### config.mk
export PLATFORM = sky130hd
export DESIGN_NAME = reg_arith_sequencer
export DESIGN_NICKNAME = d
export VERILOG_FILES = /design/src/rtl/reg_arith_sequencer.sv
export SDC_FILE = /design/constraint.sdc
export NUM_CORES = 1
export LEC_CHECK = 0
export ABC_AREA = 1
export CAP_MARGIN = 10
export CORE_UTILIZATION = 55
export DETAILED_ROUTE_END_ITERATION = 6
export PLACE_DENSITY = 0.78
export SLEW_MARGIN = 20
export SYNTH_ARGS = -nofsm -noshare
export SYNTH_HDL_FRONTEND = slang
export SYNTH_SLANG_ARGS = --single-unit
### constraint.sdc
create_clock -name clk -period 2.25 [get_ports clk]
set_input_delay 0.45 -clock clk [delete_from_list [all_inputs] [get_ports clk]]
set_output_delay 0.45 -clock clk [all_outputs]
set_load 0.02 [all_outputs]
### src/rtl/reg_arith_sequencer.sv
// reg_arith_sequencer: multi-cycle execute controller for RV32I OP-opcode
// arithmetic. It takes one instruction at a time. Most ops finish in one
// ALU cycle. SLL/SRL/SRA run on a serial one-bit-per-cycle shifter. The
// result is held on a writeback handshake until the register file takes it.
module reg_arith_sequencer #(
  parameter int XLEN = 32
) (
  input  logic            clk,
  input  logic            rst,
  input  logic            in_valid,
  output logic            in_ready,
  input  logic [2:0]      in_funct3,
  input  logic [6:0]      in_funct7,
  input  logic [4:0]      in_rd,
  input  logic [XLEN-1:0] in_rs1_val,
  input  logic [XLEN-1:0] in_rs2_val,
  input  logic            flush,
  output logic            wb_valid,
  input  logic            wb_ready,
  output logic [4:0]      wb_rd,
  output logic [XLEN-1:0] wb_result,
  output logic            wb_we,
  output logic            wb_illegal,
  output logic            busy
);

  localparam int SHW = $clog2(XLEN);

  typedef enum logic [1:0] {
    S_IDLE, S_EXEC, S_SHIFT, S_DONE
  } state_t;

  typedef enum logic [3:0] {
    K_ADD, K_SUB, K_SLL, K_SLT, K_SLTU, K_XOR, K_SRL, K_SRA, K_OR, K_AND,
    K_INVALID
  } reg_arith_kind_t;

  state_t            r_state, w_next;
  reg_arith_kind_t   r_kind;
  logic [4:0]        r_rd;
  logic [XLEN-1:0]   r_rs1;
  logic [XLEN-1:0]   r_rs2;
  logic [XLEN-1:0]   r_result;
  logic [SHW-1:0]    r_cnt;
  logic              r_illegal;
  logic              w_is_shift;
  logic [SHW-1:0]    w_shamt;

  // Decode funct3/funct7. Only ADD/SUB and SRL/SRA look at funct7.
  function automatic reg_arith_kind_t classify(input logic [2:0] f3,
                                               input logic [6:0] f7);
    reg_arith_kind_t k;
    k = K_INVALID;
    case (f3)
      3'b000: begin
        if (f7 == 7'b0000000)      k = K_ADD;
        else if (f7 == 7'b0100000) k = K_SUB;
      end
      3'b001: k = K_SLL;
      3'b010: k = K_SLT;
      3'b011: k = K_SLTU;
      3'b100: k = K_XOR;
      3'b101: begin
        if (f7 == 7'b0000000)      k = K_SRL;
        else if (f7 == 7'b0100000) k = K_SRA;
      end
      3'b110: k = K_OR;
      3'b111: k = K_AND;
      default: k = K_INVALID;
    endcase
    return k;
  endfunction

  // Single-cycle ALU result. Shifts and invalid ops return 0 here because
  // they are handled elsewhere.
  function automatic logic [XLEN-1:0] alu(input reg_arith_kind_t k,
                                          input logic [XLEN-1:0] a,
                                          input logic [XLEN-1:0] b);
    logic [XLEN-1:0] r;
    r = '0;
    case (k)
      K_ADD:  r = a + b;
      K_SUB:  r = a - b;
      K_SLT:  r = {{(XLEN-1){1'b0}}, ($signed(a) < $signed(b))};
      K_SLTU: r = {{(XLEN-1){1'b0}}, (a < b)};
      K_XOR:  r = a ^ b;
      K_OR:   r = a | b;
      K_AND:  r = a & b;
      default: r = '0;
    endcase
    return r;
  endfunction

  // One step of the serial shifter.
  function automatic logic [XLEN-1:0] shift_step(input reg_arith_kind_t k,
                                                 input logic [XLEN-1:0] acc);
    logic [XLEN-1:0] r;
    r = acc;
    case (k)
      K_SLL:   r = {acc[XLEN-2:0], 1'b0};
      K_SRL:   r = {1'b0, acc[XLEN-1:1]};
      K_SRA:   r = {acc[XLEN-1], acc[XLEN-1:1]};
      default: r = acc;
    endcase
    return r;
  endfunction

  assign w_is_shift = (r_kind == K_SLL) || (r_kind == K_SRL) || (r_kind == K_SRA);
  assign w_shamt    = r_rs2[SHW-1:0];

  assign in_ready   = (r_state == S_IDLE);
  assign busy       = (r_state != S_IDLE);
  assign wb_valid   = (r_state == S_DONE);
  assign wb_rd      = r_rd;
  assign wb_result  = r_result;
  assign wb_illegal = r_illegal;
  assign wb_we      = wb_valid && !r_illegal && (r_rd != 5'd0);

  // State register: reset wins over everything else.
  always_ff @(posedge clk) begin
    if (rst) r_state <= S_IDLE;
    else     r_state <= w_next;
  end

  // Next-state logic: flush outranks all normal transitions.
  always_comb begin
    w_next = r_state;
    if (flush) begin
      w_next = S_IDLE;
    end else begin
      case (r_state)
        S_IDLE:  if (in_valid) w_next = S_EXEC;
        S_EXEC:  w_next = (w_is_shift && (w_shamt != '0)) ? S_SHIFT : S_DONE;
        S_SHIFT: if (r_cnt == SHW'(1)) w_next = S_DONE;
        S_DONE:  if (wb_ready) w_next = S_IDLE;
        default: w_next = S_IDLE;
      endcase
    end
  end

  // Operand capture, execute and shift datapath. Visible outputs are
  // cleared on reset so a lost result never leaks onto the writeback bus.
  always_ff @(posedge clk) begin
    if (rst) begin
      r_kind    <= K_INVALID;
      r_rd      <= '0;
      r_rs1     <= '0;
      r_rs2     <= '0;
      r_result  <= '0;
      r_cnt     <= '0;
      r_illegal <= 1'b0;
    end else if (flush) begin
      r_cnt     <= '0;
    end else begin
      case (r_state)
        S_IDLE: begin
          if (in_valid) begin
            r_kind <= classify(in_funct3, in_funct7);
            r_rd   <= in_rd;
            r_rs1  <= in_rs1_val;
            r_rs2  <= in_rs2_val;
          end
        end
        S_EXEC: begin
          r_illegal <= (r_kind == K_INVALID);
          if (w_is_shift) begin
            r_result <= r_rs1;
            r_cnt    <= w_shamt;
          end else begin
            r_result <= alu(r_kind, r_rs1, r_rs2);
            r_cnt    <= '0;
          end
        end
        S_SHIFT: begin
          r_result <= shift_step(r_kind, r_result);
          r_cnt    <= r_cnt - SHW'(1);
        end
        default: ;
      endcase
    end
  end

endmodule

# Word-level counts from Yosys, hierarchy flattened
# Cells that the tools add are included.
[classes]
add_sub_neg = 3
multipliers = 0
div_mod_pow = 0
magnitude_cmp = 2
n_eq_ne = 28
n_shift = 0
n_mux = 16
bitwise = 4
reduce_logical = 20
[op_table]
columns = ["op", "n"]
rows = [
  ["32-bit case mux with 7 select lines", 1],
  ["32-bit case mux with 3 select lines", 1],
  ["32-bit less-than comparator", 2],
  ["32-bit case mux with 2 select lines", 1],
  ["32-bit adder", 1],
  ["32-bit AND", 1],
  ["32-bit two-way mux", 1],
  ["32-bit OR", 1],
  ["4-bit case mux with 8 select lines", 1],
  ["32-bit subtractor", 1],
  ["32-bit bitwise XOR", 1],
  ["4-bit by 3-bit == test with 1-bit output, second input constant", 4],
  ["4-bit two-way mux", 4],
  ["3-bit == test, second input constant", 4],
  ["4-bit == test, second input constant", 3],
  ["5-bit case mux with 2 select lines", 1],
  ["5-bit nonzero test", 2],
  ["3-bit AND reduction", 3],
  ["4-bit by 2-bit == test with 1-bit output, second input constant", 2],
  ["2-bit case mux with 4 select lines", 1],
  ["7-bit by 6-bit == test with 1-bit output, second input constant", 1],
  ["7-bit logical NOT", 1],
  ["3-bit by 2-bit == test with 1-bit output, second input constant", 2],
  ["2-bit two-way mux", 3],
  ["other kinds (23)", 30],
]
[word_totals]
reg_bits = 113
latch_bits = 0
mem_bits_rw = 0
romBits = 0
in_bits = 84
wordCells = 82
mem_count = 0

# Logic depth before layout (Yosys ltp)
[logic_depth]
ltp_word = 6
ltp_mapped = 17
depth_no_buf = 17

# Least setup slack after synthesis
# No wires, ideal clock.
[synth_timing]
path_kind = "register to register"
startpoint = "register r_state[0]"
endpoint = "register r_rs1[30]"
setup_ns = 0.119
t_arrival_ns = 1.910
required_time_ns = 2.131
path_slack_ns = 0.221
path_stages_with_launch = 10
synth_period_minus_slack_ns = 2.029
path_cell_list = "dfxtp_1 > inv_1 > ha_1 > inv_1 > nor3_1 > inv_1 > clkbuf_1 > buf_2 > o21ai_0 > a21oi_1"
[synth_between]
elab_chain_cells = 2
[synth_lines]
columns = ["element", "line", "rtl"]
rows = [
  ["start, declared", "38", "state_t r_state, w_next;"],
  ["start signal, assigned", "122", "else r_state <= w_next;"],
  ["2-bit logical NOT", "n/a", ""],
  ["via in_ready", "11", "output logic in_ready,"],
  ["3-bit AND reduction (no line)", "n/a", ""],
  ["end signal, assigned", "160", "r_rs1 <= in_rs1_val;"],
  ["end, declared", "41", "logic [XLEN-1:0] r_rs1;"],
]
# The timed path passes the listed nets, and every way through them passes these cells.
# A chain may end at the register's enable or synchronous reset.

# Worst setup path in the final report
[layout_timing]
startpoint = "register r_rs1[2]"
endpoint = "register r_result[23] (netlist: wb_result[23])"
[layout_between]
elab_chain_cells = 4
word_cells_on_any_way = 5
cone_classes = "add/sub (2); mux (3)"
[layout_lines]
columns = ["element", "line", "rtl"]
rows = [
  ["32-bit subtractor or 32-bit adder (tied branches)", "83, 82", ""],
  ["32-bit case mux with 7 select lines *", "81", "case (k)"],
  ["32-bit two-way mux *", "166", "if (w_is_shift) begin"],
  ["32-bit case mux with 2 select lines *", "155", "case (r_state)"],
  ["end signal, assigned", "167", "r_result <= r_rs1;"],
  ["end signal, assigned", "170", "r_result <= alu(r_kind, r_rs1, r_rs2);"],
  ["end signal, assigned", "175", "r_result <= shift_step(r_kind, r_result);"],
  ["end, declared", "43", "logic [XLEN-1:0] r_result;"],
]
# Mark *: on every way between the ends. The rest lies on a longest branch, timed or not.

==> summary.txt <==
STA
  – FMAX: 389.8 MHz
  – Post-route clock skew: 14.13 ps
  – Fin crit period: 2565 ps
  – Worst-Margin Slew: 509.6 ps
  – RSZ-0062 raised after global routing: yes
  – Post-Route Setup TNS: -787.1 ps
  – Final worst-path cycle share: 1.140
  – Hold_ws: 478.3 ps
  – Slew headroom: 0.6582
  – Hold Vio Cnt, Final: 0
  – Final Worst Setup Slack: -315.3 ps
  – Final setup vio count: 13
  – Final Max Tran Viols: 0

Synth
  – Post-synthesis xor/xnor area fraction: 0.0007675
  – Synthesized Nets: 2,150
  – Yosys top cell by area: dfxtp_1
  – Post-synth EDFFs: 0
  – Avg Cell Area, Syn: 5.837 µm²
  – Post-Syn Area: 11,410 µm²
  – Ys flop type: dfxtp_1
  – Syn. warnings: 0
  – Synth Instances: 1,955
  – Sequential area share after synthesis: 0.1982
  – Portion of netlist area occupied by mux cells: 0
  – Post-synthesis compound-gate area fraction: 0.2168
  – Post-synth top cells: 497 x nand2_1, 338 x inv_1, 210 x a21oi_1
  – Count leader, synth: nand2_1
  – Async SR Flop Fraction: 0
  – Flops & latches, synth: 113
  – Synth Area in Simple Gates: 0.3097
  – Share of the synthesized area in the top cell type: 0.1982
  – Post-synthesis adder-cell area fraction: 0.1230
  – Synth top area cells: dfxtp_1 20%, nand2_1 16%, ha_1 12%
  – Largest family of logic cells by synthesized area: simple AND/OR/NAND/NOR gates
  – Library cells used by synthesis: 43

Pwr
  – Total power: 10.10 mW
  – Gate power share: 0.479
  – Sequential power share: 0.230
  – Pint: 5.846 mW
  – Power per Cell Area: 599.1 nW/µm²
  – Static leakage: 8.087 nW
  – Sw Pwr: 4.250 mW
  – Clk pwr share: 0.291
  – Switching portion of total power: 0.4209
  – Max VDD drop: 548.6 µV

Drt
  – Vias post-DR: 15,704
  – Avg WL per Cell: 20.92 µm
  – DR pass1 iterations: 7
  – Remaining DRCs: 29
  – 1st-iter DRT viols: 2,153
  – Post-route antenna net violation count: 0
  – Final WL: 53,960 µm
  – Via-to-Cell Ratio: 6.087

Cells and area
  – # fillers: 1,293
  – Area growth syn-to-layout: 47.67%
  – Final #Nets: 2,492
  – Share of layout cells above drive strength 1: 0.2948
  – Design area: 16,850 µm²
  – # diodes: 0

Global route
  – All-Layer GR Usage: 0.4575
  – Initial antenna violation count: 1
  – Largest net degree at the start of global routing: 70
  – First-pass GRT wire length: 76,640 µm
  – Grt total ovfl: 0
  – Vias in the first global route: 14,691

Floorplan
  – IO Count: 126
  – Core Footprint: 20,300 µm²
  – Die ar.: 21,330 µm²
  – Cell Rows: 52
  – Die height: 146.0 µm
  – Initial Util: 0.5622
  – DIE WIDTH: 146.0 µm

Job
  – Max-Cap Viols: 0

CTS
  – CTS tree: done
  – CTS max path bufs: 2
  – Clock latency on the worst-skew pair: 450 ps
  – Clk sinks: 113
  – Num CTS Buffers: 17
  – Clock root cell: clkbuf_16
  – H-tree lvl count: 4
  – Clk slew on worst S/H paths: 70 ps

Placement
  – Post-DP HPWL: 37,600 µm
  – Placed inst area: 14,620 µm²
  – IO buf count: 125
  – GP Congestion: 0.9988

Critical path
  – CP arrival: 2900 ps
  – CP top delay family: simple AND/OR/NAND/NOR gates
  – CP startpoint kind: register
  – Worst path required time: 2580 ps
  – Slowest CP cell: nand4_1
  – Largest stage delay, worst path: 390 ps
  – Worst path bufs/invs: 3
  – Critical path endpoint category: register
  – Crit path max fanout: 4
  – WS Path Type: reg -> reg
  – Critical path's most frequent cell: nand2_2
  – Worst-path cell chain: inv_2 -> ha_4 -> inv_4 -> buf_4 -> a21oi_2 -> nand2_2 -> nand2_1 -> nand2_2 -> nand2_2 -> nand2_4 -> nand2_2 -> nand3_1 -> nand3_2 -> nand4_1 -> nand2_1 -> a21oi_2

Status
  – Status: finished, violations left
  – Failing checks: design-rule violations, negative setup slack

Worst hold path
  – Hold crit path type: reg -> reg
-- layer usage --
layer | part of all wire | GRT usage
met5 | 0.00024 | 0
met2 | 0.45 | 0.7572
met3 | 0.12 | 0.1016
met1 | 0.35 | 0.5456
met4 | 0.076 | 0.2656
-- flip-flops by register name (all words and copies together), names as in the netlist --
name / cells
r_state: 2
r_rs1: 32
wb_result: 32
r_kind: 4
wb_illegal: 1
r_rs2: 32
r_cnt: 5
wb_rd: 5
-- cells in the final DEF (no fill, tap or decap), types with 24 or more instances in the layout --
cell type | Yosys | routed
a21oi_2 | 4 | 32
inv_1 | 338 | 293
inv_2 | 12 | 53
nand2_1 | 497 | 410
dfxtp_1 | 113 | 83
o22ai_1 | 29 | 29
ha_1 | 109 | 71
nor2_1 | 149 | 109
nand3_1 | 115 | 92
nor2_4 | 4 | 24
a21oi_1 | 210 | 177
clkdlybuf4s50_1 | 0 | 123
o21ai_0 | 169 | 158
dfxtp_2 | 0 | 26
nor2_2 | 8 | 28
buf_4 | 4 | 256
nand2_2 | 11 | 81
ha_4 | 0 | 33
-- worst paths after layout --
path,to,startpoint,depth (start not counted),slack [ps]
max,wb_result[23]$_SDFFE_PP0P_,r_rs1[2]$_SDFFE_PP0P_,16,-320
min,r_cnt[4]$_SDFFE_PP0N_,r_cnt[4]$_SDFFE_PP0N_,2,480
max reg2reg,wb_result[23]$_SDFFE_PP0P_,r_rs1[2]$_SDFFE_PP0P_,16,-320
min reg2reg,r_cnt[4]$_SDFFE_PP0N_,r_cnt[4]$_SDFFE_PP0N_,2,480
-- power groups by stage --
stage,clock network (mW),logic (mW),registers [mW]
CTS,2.88,4.01,2.29
global placement,0,3.64,2.32
global route,2.98,5.13,2.33
detailed placement,0,3.71,2.33
floorplan,0,1.99,2.38
finish,2.93,4.84,2.32
-- area by class of cell --
class                      instances  area (µm²)  share of cell area
tap                              270       337.8             0.02005
clock buffer                      17       425.4             0.02524
sequential                       113        2310              0.1371
multi-input combinational       1409        8771              0.5205
timing repair buffer             405        3511              0.2083
clock inverter                    15       171.4             0.01017
inverter                         351        1326             0.07870
-- kinds of logic after synthesis --
group                      count (synthesis)
AOI/OAI and AO/OA                        456
DFF                                      113
buffers and inverters                    433
xor gates and xnor gates                   1
adders and majority gates                111
and+or+nand+nor                          841
-- timing repair --
action,in CTS,in global routing
gates resized for setup,109,313
hold buffers,0,0
setup buffers,10,14
pin swaps,23,102
setup endpoints to repair,27,31
-- metrics by stage --
| step | utilization | std cells | setup WS [ps] |
|---|---|---|---|
| 5_1_grt | 0.8302 | 2580 | -312.4 |
| 6_report | 0.8302 | 2580 | -315.3 |
| 3_5_place_dp | 0.7204 | 2527 | -241.0 |
| 4_1_cts | 0.7747 | 2568 | -18.10 |
| 2_1_floorplan | - | 1955 | 220.7 |
| 3_3_place_gp | 0.7204 | 2527 | -236.9 |
-- tightest hold or removal path, cell delays in order, from the launching register on --
cell	delay [ps]
dfxtp_1	310
nand2_1	60
a21oi_1	60
Note: power is estimated with default switching activity, not from simulation.
